===== src/rtl/sc_posregister_jug1_pkg.sv =====
// Shared encodings and defaults for the player position datapaths and their control FSMs.
package sc_posregister_jug1_pkg;

    localparam logic [1:0] SHIFT_HOLD  = 2'b11;
    localparam logic [1:0] SHIFT_LEFT  = 2'b01;
    localparam logic [1:0] SHIFT_RIGHT = 2'b10;
    localparam logic [1:0] SHIFT_LOAD  = 2'b00;

    localparam int unsigned DEF_DATAWIDTH       = 8;
    localparam logic [7:0]  DEF_INIT_POS        = 8'b0001_1000;
    localparam int unsigned DEF_MOVECOUNT_WIDTH = 8;

endpackage


===== src/rtl/sc_posregister_jug1_edgecomparator.sv =====
// Active-low left/right edge flags for a position register; shared by both players.
module sc_edgecomparator #(
    parameter int unsigned Width = 8
) (
    input  logic [Width-1:0] data_i,
    output logic             izquierda_no,
    output logic             derecha_no
);

    always_comb begin
        izquierda_no = ~data_i[Width-1];
        derecha_no   = ~data_i[0];
    end

endmodule


===== src/rtl/sc_posregister_jug1.sv =====
// Player-1 position register: clear/shift/load commands, edge flags, blocked pulse and
// saturating accepted-move counter.
module sc_posregister_jug1
    import sc_posregister_jug1_pkg::*;
#(
    parameter int unsigned          DATAWIDTH       = DEF_DATAWIDTH,
    parameter logic [DATAWIDTH-1:0] INIT_POS        = DATAWIDTH'(DEF_INIT_POS),
    parameter int unsigned          MOVECOUNT_WIDTH = DEF_MOVECOUNT_WIDTH
) (
    input  logic                       sc_posregister_jug1_CLOCK_50,
    input  logic                       sc_posregister_jug1_RESET_InHigh,
    input  logic                       sc_posregister_jug1_clear_InLow,
    input  logic [1:0]                 sc_posregister_jug1_shiftselection_In,
    input  logic [DATAWIDTH-1:0]       sc_posregister_jug1_data_In,
    output logic [DATAWIDTH-1:0]       sc_posregister_jug1_data_Out,
    output logic                       sc_posregister_jug1_izquierdacomparator_OutLow,
    output logic                       sc_posregister_jug1_derechacomparator_OutLow,
    output logic                       sc_posregister_jug1_blocked_Out,
    output logic [MOVECOUNT_WIDTH-1:0] sc_posregister_jug1_movecount_Out
);

    logic [DATAWIDTH-1:0]       data_d, data_q;
    logic [MOVECOUNT_WIDTH-1:0] count_d, count_q;
    logic                       blocked_d, blocked_q;
    logic                       izq_n, der_n;

    sc_edgecomparator #(
        .Width (DATAWIDTH)
    ) u_edgecomparator (
        .data_i       (data_q),
        .izquierda_no (izq_n),
        .derecha_no   (der_n)
    );

    always_comb begin
        data_d    = data_q;
        count_d   = count_q;
        blocked_d = 1'b0;
        if (!sc_posregister_jug1_clear_InLow) begin
            data_d  = INIT_POS;
            count_d = '0;
        end else begin
            case (sc_posregister_jug1_shiftselection_In)
                SHIFT_LEFT: begin
                    if (!izq_n) begin
                        blocked_d = 1'b1;
                    end else begin
                        data_d = {data_q[DATAWIDTH-2:0], 1'b0};
                        if (count_q != '1) count_d = count_q + 1'b1;
                    end
                end
                SHIFT_RIGHT: begin
                    if (!der_n) begin
                        blocked_d = 1'b1;
                    end else begin
                        data_d = {1'b0, data_q[DATAWIDTH-1:1]};
                        if (count_q != '1) count_d = count_q + 1'b1;
                    end
                end
                SHIFT_LOAD: data_d = sc_posregister_jug1_data_In;
                default:    data_d = data_q;
            endcase
        end
    end

    always_ff @(posedge sc_posregister_jug1_CLOCK_50) begin
        if (sc_posregister_jug1_RESET_InHigh) begin
            data_q    <= '0;
            count_q   <= '0;
            blocked_q <= 1'b0;
        end else begin
            data_q    <= data_d;
            count_q   <= count_d;
            blocked_q <= blocked_d;
        end
    end

    always_comb begin
        sc_posregister_jug1_data_Out                   = data_q;
        sc_posregister_jug1_izquierdacomparator_OutLow = izq_n;
        sc_posregister_jug1_derechacomparator_OutLow   = der_n;
        sc_posregister_jug1_blocked_Out                = blocked_q;
        sc_posregister_jug1_movecount_Out              = count_q;
    end

endmodule


===== config.mk =====
export PLATFORM = sky130hd
export DESIGN_NAME = sc_posregister_jug1
export DESIGN_NICKNAME = d
export VERILOG_FILES = /design/src/rtl/sc_posregister_jug1_pkg.sv /design/src/rtl/sc_posregister_jug1_edgecomparator.sv /design/src/rtl/sc_posregister_jug1.sv
export SDC_FILE = /design/constraint.sdc
export NUM_CORES = 1
export LEC_CHECK = 0
export CAP_MARGIN = 0
export CORE_MARGIN = 5
export CORE_UTILIZATION = 25
export CTS_CLUSTER_SIZE = 30
export DETAILED_ROUTE_END_ITERATION = 10
export PLACE_DENSITY = 0.55
export SYNTH_ARGS = -nofsm -noshare
export SYNTH_HDL_FRONTEND = slang
export SYNTH_SLANG_ARGS = --single-unit

===== constraint.sdc =====
create_clock -name sc_posregister_jug1_CLOCK_50 -period 1.8 [get_ports sc_posregister_jug1_CLOCK_50]
set_input_delay 0.45 -clock sc_posregister_jug1_CLOCK_50 [delete_from_list [all_inputs] [get_ports sc_posregister_jug1_CLOCK_50]]
set_output_delay 0.45 -clock sc_posregister_jug1_CLOCK_50 [all_outputs]
set_load 0.03 [all_outputs]

==> flow_summary_export.csv <==
group,metric,value,unit
run_status,status,"completed",
synth,synthCells,116,
die,die_h,73.5,um
synth,synth_top_cells_by_area,"dfxtp_1 34%, ha_1 8.7%, a21oi_1 4.5%, a211oi_1 4.5%, nor2_1 4.5%",
synth,synth_flop_cell,"dfxtp_1",
sta,fin_crit_sh,0.972,
power,ir_drop,0.283,mV
layout,final_cells,215,
clock_tree,clkSinkCount,17,
clock_tree,htree_num_levels,1,
synth,ys_async_sr_fraction,0,
synth,ys_seq_elements,17,
synth,synth_warnings,0,
die,start_util,0.255,
route,drt_wl_total,3080,um
place,dp_hpwl,2300,um
global_route,grt_usage,0.118,
critical_path,worstPathMaxFanout,5,
worst_hold_path,min_path_type,"flop to flop",
global_route,overflow,0,
job,drv_cap,0,
global_route,grt_max_degree,14,
place,dp_worst_setup_slack,-0.505,ns
layout,final_core_util,0.406,
synth,synth_edf_count,0,
synth,synth_most_common_cell,"dfxtp_1",
place,gp_congestion,0.793,
sta,maxSlewHeadroom,0.771,
synth,syn-cell-area,1010,um2
die,rows,23,
die,fp.dieArea,5400,um2
synth,synth_top_area_share,0.338,
route,drc,0,
critical_path,arrival,1.94,ns
sta,tightest_slew,0.342,ns
sta,setup_ws,0.0499,ns
sta,clock_skew,0.00269,ns
route,route.antenna.remaining_nets,0,
sta,slew_viol_final,0,
power,power_leakage,0.000692,uW
critical_path,timing.critical_path.slowest_stage_cell,"or4_4",
synth,yosys-top-cells-count,"17 x dfxtp_1, 12 x nor2_1, 9 x a21oi_1",
die,ios,32,
clock_tree,path_clk_slew,0.07,ns
synth,synth_nets,136,
critical_path,path_class,"input port to flop",
critical_path,critPathCaptureType,"flop",
sta,max_freq,571,MHz
place,port_buffers,31,
die,core_area,3940,um2
critical_path,crit_chain,"dlygate4sd2_1 -> inv_2 -> ha_4 -> buf_4 -> nand2b_4 -> a22o_4 -> or4_4 -> a21oi_2",
route,drt_iter0_drc,68,
layout,multi_input_area,682,um2
sta,finalCriticalPeriod,1.75,ns
route,vias,1108,
critical_path,cpPeakStageDelay,0.51,ns
route,viasPerCell,5.15,
critical_path,critPathRequiredTime,1.99,ns
sta,hold_violations,0,
layout,nFillCells,404,
synth,synth_cell_types,41,
clock_tree,clk_latency,0.25,ns
layout,synthToLayoutAreaGrowth,58.8,%
power,finalPower,910,uW
clock_tree,cts_buffers,3,
synth,seq_area_frac_synth,0.338,
layout,nNetsFinal,186,
route,wl_per_cell,14.3,um
clock_tree,cts_tree,"built",
clock_tree,clk_path_buf_depth,2,
layout,antennaDiodeCount,0,
global_route,antenna_found_initial,0,
critical_path,startpoint_type,"input port",
power,p_per_area,569,nW/um2
die,die_width,73.5,um
sta,setup_viol,0,
layout,register_area,340,um2
clock_tree,hold_buffers,0,
global_route,grt_pass1_vias,1050,
synth,syn_avg_cell_area,8.68,um2
place,dpl_cell_area,1490,um2
global_route,grt_pass1_wl,5000,um
layout,postLayoutCellArea,1600,um2
clock_tree,clockRootBuffer,"clkbuf_8",
layout,drive_gt1_frac,0.242,
route,first_pass_iters,5,
place,post-place-cells,210,
synth,synth_top_area_cell,"dfxtp_1",
path summary, 6_finish.rpt:
path / start / cells past startpoint / endpoint / slack [ns]
worst max-delay path: sc_posregister_jug1_shiftselection_In[1] / 8 / sc_posregister_jug1_movecount_Out[3] / 0.05
worst min-delay path: sc_posregister_jug1_movecount_Out[7] / 2 / sc_posregister_jug1_movecount_Out[7] / 0.50
worst max register to register: sc_posregister_jug1_movecount_Out[0] / 4 / sc_posregister_jug1_movecount_Out[5] / 0.12
worst min register to register: sc_posregister_jug1_movecount_Out[7] / 2 / sc_posregister_jug1_movecount_Out[7] / 0.50
layout make-up:
| type | instances | share of cell area |
|---|---|---|
| well taps | 50 | 0.0391 |
| clock buffers | 4 | 0.0282 |
| multi-input cells | 88 | 0.426 |
| repair buffers | 50 | 0.279 |
| flip-flops and latches | 17 | 0.213 |
| inverters | 6 | 0.0141 |
power by group:
part | switching, uW | internal (uW) | total, uW
clock network | 138 | 157 | 296
registers | 14.0 | 388 | 402
logic | 107 | 105 | 212
total | 260 | 650 | 910
metal layers:
metal,part of all wire,global-route usage,vias to the layer above,wire (um)
met2,0.49,0.186,34,1520
met1,0.44,0.157,521,1350
met3,0.041,0.00958,6,127
li1,-,-,547,-
met4,0.024,0.0644,0,74
met5,0,0,-,0
what timing repair did:
action / 4_1_cts / 5_1_grt
setup buffers: 0 / 1
setup endpoints to repair: 25 / 15
pin swaps: 4 / 6
resized for setup: 19 / 14
hold endpoints to repair: 0 / 0
metrics by stage:
| step | TNS, ns | hold WS (ns) |
|---|---|---|
| finish | 0 | 0.503 |
| global route | -0.000445 | 0.541 |
| CTS | 0 | 0.515 |
| detailed placement | -6.53 | 0.506 |
| global placement | -5.97 | 0.505 |
| floorplan | 0 | 0.522 |
sequential cells by signal (all words and copies together) (netlist names):
| register | flops |
|---|---|
| sc_posregister_jug1_data_Out | 8 |
| sc_posregister_jug1_movecount_Out | 8 |
| sc_posregister_jug1_blocked_Out | 1 |
worst max-delay path, delay by kind of cell:
kind                     cells  cell delay (ns)
AO/OA/AOI/OAI                2             0.36
buffers and inverters        3             0.44
AND/OR/NAND/NOR              2             0.56
adder cells (fa/ha/maj)      1             0.13
cells by family (layout without fill, tap and decap cells):
family / Yosys count / after routing / synth area share
AO/OA/AOI/OAI: 40 / 40 / 0.297
AND/OR/NAND/NOR: 40 / 40 / 0.217
flip-flops: 17 / 17 / 0.338
buffers and inverters: 11 / 60 / 0.0509
adder cells (fa/ha/maj): 7 / 7 / 0.0870
multiplexers: 1 / 1 / 0.00994
cell usage in the layout (no fill, tap or decap), drive strengths merged, types with 6 or more instances in the layout:
cell type / instances
a211oi: 6
a21oi: 9
buf: 19
clkdlybuf4s50: 14
dfxtp: 17
dlygate4sd2: 11
ha: 7
inv: 6
nand2: 7
nor2: 12
Note: power is estimated with default switching activity, not from simulation.
